<file path="src/rtl/fb_pkg.sv">
// Shared constants for the framebuffer fill engine: geometry defaults,
// CPU register map, CTRL/STATUS bit positions and the engine state encoding.
package fb_pkg;

  localparam int FB_WORDS = 32768;
  localparam int ADDR_W   = 15;

  localparam logic [2:0] REG_START   = 3'd0;
  localparam logic [2:0] REG_COUNT   = 3'd1;
  localparam logic [2:0] REG_PATTERN = 3'd2;
  localparam logic [2:0] REG_CTRL    = 3'd3;
  localparam logic [2:0] REG_STATUS  = 3'd4;

  localparam int CTRL_GO     = 0;
  localparam int CTRL_INCR   = 1;
  localparam int CTRL_ABORT  = 2;
  localparam int CTRL_IRQ_EN = 3;

  localparam int ST_BUSY    = 0;
  localparam int ST_DONE    = 1;
  localparam int ST_ERR     = 2;
  localparam int ST_REM_LSB = 16;

  typedef enum logic [1:0] {
    IDLE   = 2'd0,
    RUN    = 2'd1,
    FINISH = 2'd2
  } state_e;

endpackage

</file>
<file path="src/rtl/fb_fill_engine.sv">
// Fills a run of framebuffer words with a constant or incrementing pattern,
// one word per cycle while fb_ready is high; holds the request stable on stalls.
module fb_fill_engine #(
  parameter int FB_WORDS = fb_pkg::FB_WORDS,
  parameter int ADDR_W   = fb_pkg::ADDR_W
) (
  input  logic              clk,
  input  logic              reset,
  input  logic              chipselect,
  input  logic              write,
  input  logic              read,
  input  logic [2:0]        address,
  input  logic [31:0]       writedata,
  output logic [31:0]       readdata,
  output logic              irq,
  output logic              fb_chipselect,
  output logic              fb_write,
  output logic [ADDR_W-1:0] fb_address,
  output logic [31:0]       fb_writedata,
  input  logic              fb_ready
);
  import fb_pkg::*;

  state_e            state_q;
  logic [ADDR_W-1:0] start_q, addr_q, addr_d;
  logic [16:0]       count_q, rem_q;
  logic [31:0]       pattern_q, data_q, data_d, readdata_q, rd_mux;
  logic              incr_q, irq_en_q, done_q, err_q, fb_write_q;

  logic cpu_wr, cpu_rd, wr_ctrl, busy, go, abort, accept, bad_count;

  assign cpu_wr    = chipselect & write;
  assign cpu_rd    = chipselect & read;
  assign wr_ctrl   = cpu_wr && (address == REG_CTRL);
  assign busy      = (state_q != IDLE);
  assign go        = wr_ctrl && writedata[CTRL_GO] && (state_q == IDLE);
  assign abort     = wr_ctrl && writedata[CTRL_ABORT] && (state_q == RUN);
  assign accept    = fb_write_q && fb_ready;
  assign bad_count = (count_q == 17'd0) || (int'(count_q) > FB_WORDS);

  // Address wraps at the framebuffer depth, not at the power of two above it.
  assign addr_d = (addr_q == ADDR_W'(FB_WORDS - 1)) ? '0 : addr_q + 1'b1;
  assign data_d = incr_q ? data_q + 32'd1 : data_q;

  always_comb begin
    rd_mux = '0;
    case (address)
      REG_START:   rd_mux = {{(32-ADDR_W){1'b0}}, start_q};
      REG_COUNT:   rd_mux = {15'd0, count_q};
      REG_PATTERN: rd_mux = pattern_q;
      REG_CTRL:    rd_mux = {28'd0, irq_en_q, 1'b0, incr_q, 1'b0};
      REG_STATUS:  rd_mux = {rem_q[15:0], 13'd0, err_q, done_q, busy};
      default:     rd_mux = '0;
    endcase
  end

  always_ff @(posedge clk) begin
    if (!reset) begin
      state_q    <= IDLE;
      start_q    <= '0;
      count_q    <= '0;
      pattern_q  <= '0;
      incr_q     <= 1'b0;
      irq_en_q   <= 1'b0;
      done_q     <= 1'b0;
      err_q      <= 1'b0;
      addr_q     <= '0;
      data_q     <= '0;
      rem_q      <= '0;
      fb_write_q <= 1'b0;
      readdata_q <= '0;
    end else begin
      if (cpu_rd) readdata_q <= rd_mux;

      if (cpu_wr && !busy) begin
        case (address)
          REG_START:   start_q   <= writedata[ADDR_W-1:0];
          REG_COUNT:   count_q   <= writedata[16:0];
          REG_PATTERN: pattern_q <= writedata;
          default: ;
        endcase
      end

      if (wr_ctrl) begin
        irq_en_q <= writedata[CTRL_IRQ_EN];
        if (!busy) incr_q <= writedata[CTRL_INCR];
      end

      // Read-to-clear; later assignments below (GO, abort, finish) take priority.
      if (cpu_rd && (address == REG_STATUS) && !go) begin
        done_q <= 1'b0;
        err_q  <= 1'b0;
      end

      case (state_q)
        IDLE: begin
          if (go) begin
            done_q <= 1'b0;
            err_q  <= 1'b0;
            if (bad_count) begin
              done_q <= 1'b1;
              err_q  <= 1'b1;
            end else begin
              addr_q     <= start_q;
              data_q     <= pattern_q;
              rem_q      <= count_q;
              fb_write_q <= 1'b1;
              state_q    <= RUN;
            end
          end
        end
        RUN: begin
          if (accept) begin
            addr_q <= addr_d;
            data_q <= data_d;
            rem_q  <= rem_q - 17'd1;
          end
          if (abort) begin
            fb_write_q <= 1'b0;
            done_q     <= 1'b1;
            err_q      <= 1'b1;
            state_q    <= IDLE;
          end else if (accept && (rem_q == 17'd1)) begin
            fb_write_q <= 1'b0;
            state_q    <= FINISH;
          end
        end
        FINISH: begin
          done_q  <= 1'b1;
          state_q <= IDLE;
        end
        default: state_q <= IDLE;
      endcase
    end
  end

  assign readdata      = readdata_q;
  assign irq           = done_q & irq_en_q;
  assign fb_write      = fb_write_q;
  assign fb_chipselect = fb_write_q;
  assign fb_address    = addr_q;
  assign fb_writedata  = data_q;

endmodule

</file>
<file path="config.mk">
export PLATFORM = sky130hd
export DESIGN_NAME = fb_fill_engine
export DESIGN_NICKNAME = d
export VERILOG_FILES = /design/src/rtl/fb_pkg.sv /design/src/rtl/fb_fill_engine.sv
export SDC_FILE = /design/constraint.sdc
export NUM_CORES = 1
export LEC_CHECK = 0
export CAP_MARGIN = 25
export CELL_PAD_IN_SITES_DETAIL_PLACEMENT = 0
export CELL_PAD_IN_SITES_GLOBAL_PLACEMENT = 1
export CORE_UTILIZATION = 25
export DETAILED_ROUTE_END_ITERATION = 10
export PLACE_DENSITY = 0.57
export SLEW_MARGIN = 20
export SYNTH_ARGS = -nofsm -noshare
export SYNTH_HDL_FRONTEND = slang
export SYNTH_SLANG_ARGS = --single-unit
</file>
<file path="constraint.sdc">
create_clock -name clk -period 3 [get_ports clk]
set_clock_uncertainty 0.1 [all_clocks]
set_input_delay 0.45 -clock clk [delete_from_list [all_inputs] [get_ports clk]]
set_output_delay 0.45 -clock clk [all_outputs]
set_load 0.02 [all_outputs]
</file>
* Word level (Yosys, flattened, before mapping)
Cells that the tools add are included.
Word-level totals: bits in registers 167, latch bits 0, RAM bits 0, ROM bits 0, input bits 41, logic and storage cells 94, memories kept 0
Cells by class: add/sub/neg operators 3, multipliers 0, divide/modulo/power cells 0, order comparisons 1, equality and inequality tests 13, shift-type cells 0, muxes and demuxes 34, bitwise logic cells 4, reductions and logical operators 26
Operators with widths (count):
- 32-bit case mux with 5 select lines | 1
- 32-bit 2-to-1 mux | 4
- 32-bit case mux with 2 select lines | 1
- 15-bit 2-to-1 mux | 4
- 17-bit 2-to-1 mux | 3
- 17-bit case mux with 2 select lines | 1
- 32-bit by 1-bit adder with 32-bit output, second input constant | 1
- 15-bit case mux with 2 select lines | 1
- 17-bit by 1-bit == test with 1-bit output, second input constant | 1
- 17-bit by 16-bit > comparator with 1-bit output, second input constant | 1
- 17-bit zero test | 1
- 17-bit by 1-bit subtractor with 17-bit output, second input constant | 1
- 15-bit by 1-bit adder with 15-bit output, second input constant | 1
- 15-bit == test, second input constant | 1
- 1-bit 2-to-1 mux | 11
- 1-bit logical AND | 10
- 2-bit 2-to-1 mux | 4
- 2-bit != test, second input constant | 4
- 2-bit AND reduction | 4
- 4-bit AND reduction | 2
- 3-bit by 2-bit == test with 1-bit output, second input constant | 2
- 5-bit AND reduction | 1
- 1-bit case mux with 2 select lines | 2
- 2-bit case mux with 2 select lines | 1
- other kinds (14) | 18

* Logic depth before layout (Yosys ltp)
depth after elaboration 9, depth in mapped cells 8, depth with buffers taken out 7

* Least setup slack after synthesis
No wires, ideal clock.
path kind register to register, start point register addr_q[0], in the netlist fb_address[0], end point register addr_q[10], in the netlist fb_address[10], setup time 132 ps, data arrival time 2050 ps, required time 2768 ps, path slack 718 ps, stages on the path, launching flop included 8, buffers on the path 0, cells stage by stage dfxtp_1 > ha_1 > nand3_1 > nor3_1 > a41oi_2 > a32o_1 > nand2_1 > a21oi_1
Between the ends: longest elaborated chain between the ends 4, elaborated cells on any way between the ends 5
Ends and longest elaborated chain:
- from (decl) | RTL line fb_fill_engine.sv:25 | logic [ADDR_W-1:0] start_q, addr_q, addr_d;
- from (signal assigned) | RTL line fb_fill_engine.sv:104 | addr_q <= start_q;
- from (signal assigned) | RTL line fb_fill_engine.sv:114 | addr_q <= addr_d;
- 15-bit by 1-bit adder with 15-bit output / 15-bit == test (equally long branches) | RTL line fb_fill_engine.sv:42 | assign addr_d = (addr_q == ADDR_W'(FB_WORDS - 1)) ? '0 : addr_q + 1'b1;
- 15-bit 2-to-1 mux * | RTL line fb_fill_engine.sv:42
- 15-bit 2-to-1 mux * | RTL line fb_fill_engine.sv:113 | if (accept) begin
- 15-bit case mux with 2 select lines * | RTL line fb_fill_engine.sv:95 | case (state_q)
Every way passes the cells marked *; elsewhere a longest branch is shown, timed or not. The select of a mux whose other input is x is not followed. A chain may end at the register's enable or synchronous reset.

* Final worst setup path
start point register data_q[0], in the netlist fb_writedata[0], end point register data_q[20], in the netlist fb_writedata[20]
Between the ends: longest elaborated chain between the ends 4
Ends and longest elaborated chain:
- from (decl) | RTL line fb_fill_engine.sv:27 | logic [31:0] pattern_q, data_q, data_d, readdata_q, rd_mux;
- from (signal assigned) | RTL line fb_fill_engine.sv:105 | data_q <= pattern_q;
- from (signal assigned) | RTL line fb_fill_engine.sv:115 | data_q <= data_d;
- 32-bit by 1-bit adder with 32-bit output | RTL line fb_fill_engine.sv:43 | assign data_d = incr_q ? data_q + 32'd1 : data_q;
- 32-bit 2-to-1 mux | RTL line fb_fill_engine.sv:43
- 32-bit 2-to-1 mux | RTL line fb_fill_engine.sv:113
- 32-bit case mux with 2 select lines | RTL line fb_fill_engine.sv:95
Every way passes these cells. The select of a mux whose other input is x is not followed.

==> summary by stage <==
Synth
Counting flops and latches in the post-synthesis netlist gives 167. Among all flip-flop cells after synthesis, the most frequent one is sky130_fd_sc_hd__dfxtp_1. The synthesized design contains 0 enable-type register cells. After synthesis, the netlist uses 70 different library cells. In the synthesized netlist the async set-or-reset flop fraction comes to 0%. The post-synth design cell area is between 8000 and 9000 um2.

Counting every net in the synthesized netlist gives 1115. Synthesis produced 1070 cells. The Yosys step of the flow raised 0 warnings. The post-synthesis average cell area is 7.74 um2.

The sequential element share of the synthesized area is 40.4%.

Floorplan
Pin placement for this block handled 123 I/O pins. The number of core rows is 66. The floorplan step defined a core boundary enclosing 32500 um2.

In this run the horizontal extent of the chip is 184 um. For this configuration, the core starts out at a cell density of 25.5%. In this run the vertical extent of the chip is 184 um.

The die covers ~34000 um2.

Power
Of the total power, the clock network draws approximately 49%. The total internal power is approximately 0.0038 W. The combinational cell fraction of total power is 5.7%. The proportion of total power due to net switching is 23.6%. Power spread over the standard cell area amounts to 467 nW/um2. In this run the static leakage power is between 3 and 4 nW. VDD sags by at most 0.429 mV. The power dissipated by switching net loads is 0.00118 W. The proportion of power drawn by flip-flops and latches is 45.1%.

STA
In the final timing run, aggregate negative setup slack is 0 ps. The worst path meets setup with 510 ps of slack. Based on the critical path, the design can be clocked at up to about 400 MHz. The number of setup violations in the final report is 0. Setup repair after global routing left no endpoint under its margin. On the final layout, the worst hold slack is between 300 and 400 ps.

In this run the tightest slew margin relative to its limit is 31.4%. The smallest clock period supported by the final layout is computed as around 2500 ps. After layout, the worst path uses 83.0% of the clock period.

The max-slew violation count is 0. The actual transition at the worst max-transition pin is 1030 ps. The hold violation total from the final report was 0.

Placement
The placement-stage worst setup slack is ~260 ps. The number of I/O port buffers is between 100 and 150. The cell total after placement is 1589.

The HPWL after detailed placement is 22500 um. The last weighted congestion value of the routability-driven placer is about 0.8.

Routing
The mean routed wirelength per cell is 19.4 um. In the routed design, unresolved DRC markers number 0. The count of TritonRoute iterations in the first routing pass is 6. The count of nets left with antenna violations once routing finished came out at 0. For this block, the via count after detailed routing is 8192. The first routing iteration left 642 violations. For this block, the routed nets add up to 31500 um of wire. The average vias per placed instance is 5.06.

Job
The max capacitance violation total is 0.

Worst hold path
The path category of the worst min-delay check is in -> reg. Along the worst hold path, the cell count comes to 3.

Worst setup path
The worst setup path is of the reg -> reg kind. Walking the worst path, the cells encountered are ha_1, nand3_1, or3_4, nor2_8, or4b_1, a21oi_1, o2bb2ai_1. Measured in cells, the most critical reg-to-reg path has a length of 7. The worst endpoint data arrival time is 2750 ps.

The endpoint required time on the critical path is between 3000 and 4000 ps. The highest-delay cell along the critical path is sky130_fd_sc_hd__dfxtp_1. For this run, the slowest stage of the critical path takes around 470 ps. The largest fanout on the critical path is 8. The worst setup path is launched from a register. The kind of end point of the critical path is a register.

Clock network
The number of gates resized after CTS was 0. The number of hold buffers added after CTS was 0. The deepest clock path buffer count is 2.

The clock-pin slew on the worst setup and hold paths is 60 ps. CTS placed an instance of sky130_fd_sc_hd__clkbuf_16 at the clock tree root. In this run the number of H-tree levels came out at 4.

Counting every sink on the clock net gives 167. The clock tree from TritonCTS is yes. Buffers inserted during clock tree synthesis total 17. The number of post-CTS setup repair buffers is 0. The clock latency of the later-clocked register in the worst-skew pair is 440 ps.

Final layout
After the flow finishes, the layout carries non-filler instances totaling about 1600. The share of layout cells above drive strength 1 is 7.48%. The filler cells instantiated in the layout total between 3000 and 4000. The area of combinational cells with multiple inputs is 4580 um2. The sequential cell area in the final layout is around 3300 um2. The layout overhead on the synthesized area is 29.2%. The number of antenna diodes in the final layout is 0.

In the final design database the tool counted 1211 nets. At the end of the flow the core is filled with cells to about a third.

Global routing
The number of antenna violations at the first check in global routing is 0. The number of global-route vias before repair is between 7000 and 8000. After global routing the overflow that remains totals 0. Entering global routing, the biggest net connects 70 pins.

The first global-routing pass estimated 48000 um of wire. For this run, the total global-route usage over all layers was measured as around a fifth.

Status
The run finished with clean final reports.
-- kinds of logic after synthesis --
group / share of synthesized area [%]
AO/OA/AOI/OAI: 25.3
XOR/XNOR: 0.423
adder cells (fa/ha/maj): 0.604
buffers and inverters: 4.47
flip-flops: 40.4
multiplexers: 4.02
AND/OR/NAND/NOR: 24.8
-- cells in the mapped netlist (all sizes together) (2+ instances only) --
cell type  number  area (um2)
a211oi          4        30.0
and2           11        70.1
o21ai          48         240
and4bb          2        25.0
nand4          12        87.6
mux2i          31         310
o32ai          17         156
a21oi         132         661
nor3           28         145
a31oi           6        37.5
nor4           12        96.3
ha              4        50.1
a32oi           3        26.3
buf            12        70.1
or3             8        55.1
and4            6        52.6
xor2            3        26.3
a22oi          32         240
o211ai         16         120
o221a           4        45.0
o41ai           3        26.3
nor2          112         437
nand2         196         738
clkbuf         70         263
nand3          28         140
and3            7        43.8
nor2b           7        43.8
a21boi          2        15.0
o31ai          20         150
a22o           18         158
a221oi          5        43.8
dfxtp         167        3340
inv             9        33.8
o21a            4        30.0
a21o            2        15.0
nand2b          5        31.3
nor3b           3        22.5
-- final timing paths --
kind	from	end	slack [ps]
worst min-delay path	reset	start_q[14]	350
worst max-delay path	fb_writedata[0]	fb_writedata[20]	510
worst max register to register	fb_writedata[0]	fb_writedata[20]	510
worst min register to register	rem_q[16]	rem_q[16]	380
-- power groups by stage --
stage                     Combinational [W]  Sequential (W)  Clock [W]
after detailed placement           0.000289         0.00230          0
final                              0.000286         0.00225    0.00246
after global routing               0.000312         0.00225    0.00258
after global placement             0.000291         0.00230          0
after floorplan                    0.000136         0.00230          0
after CTS                          0.000290         0.00225    0.00250
-- metal layers --
| metal | global-route usage [%] | vias up | wire [um] |
|---|---|---|---|
| li1 | - | 4058 | - |
| met1 | 26.0 | 3926 | 15300 |
| met2 | 29.8 | 180 | 14500 |
| met3 | 2.24 | 28 | 1080 |
| met4 | 6.33 | 0 | 629 |
| met5 | 0 | - | 0 |
-- state kept, by name (all words and copies together) (netlist names) --
register	cells
fb_address	15
incr_q	1
fb_chipselect	1
err_q	1
done_q	1
fb_writedata	32
count_q	17
rem_q	17
readdata	32
irq_en_q	1
pattern_q	32
state_q	2
start_q	15
-- layout by cell type (no fill, tap or decap), types with 16 or more instances in the layout --
master                              n
sky130_fd_sc_hd__o211ai_1          16
sky130_fd_sc_hd__buf_4             32
sky130_fd_sc_hd__o31ai_1           20
sky130_fd_sc_hd__clkbuf_16         17
sky130_fd_sc_hd__clkdlybuf4s50_1  121
sky130_fd_sc_hd__a22o_1            18
sky130_fd_sc_hd__o32ai_1           16
sky130_fd_sc_hd__a22oi_1           32
sky130_fd_sc_hd__nand2_1          195
sky130_fd_sc_hd__o21ai_0           48
sky130_fd_sc_hd__mux2i_1           31
sky130_fd_sc_hd__nor2_1           111
sky130_fd_sc_hd__a21oi_1          132
sky130_fd_sc_hd__dfxtp_1          167
sky130_fd_sc_hd__nor3_1            27
sky130_fd_sc_hd__nand3_1           28
-- critical path, delay by kind of cell, from the launching register on --
| family | cells | cell delay, ps |
|---|---|---|
| and+or+nand+nor | 4 | 1310 |
| DFF | 1 | 470 |
| AOI/OAI and AO/OA | 2 | 280 |
| adders and majority gates | 1 | 260 |
-- metrics by stage --
step	power, W	area [um2]
6_report	0.00499	10700
5_1_grt	0.00514	10700
4_1_cts	0.00504	10700
3_5_place_dp	0.00259	10100
3_3_place_gp	0.00259	10100
2_1_floorplan	0.00243	8290
-- layout make-up --
type | count | share of cell area [%]
Multi-Input combinational cell | 811 | 42.8
Sequential cell | 167 | 31.2
Clock buffer | 18 | 4.01
Timing Repair Buffer | 159 | 14.5
Clock inverter | 11 | 1.86
Tap cell | 442 | 5.17
Inverter | 10 | 0.374
Power figures use the tool's default switching activity.
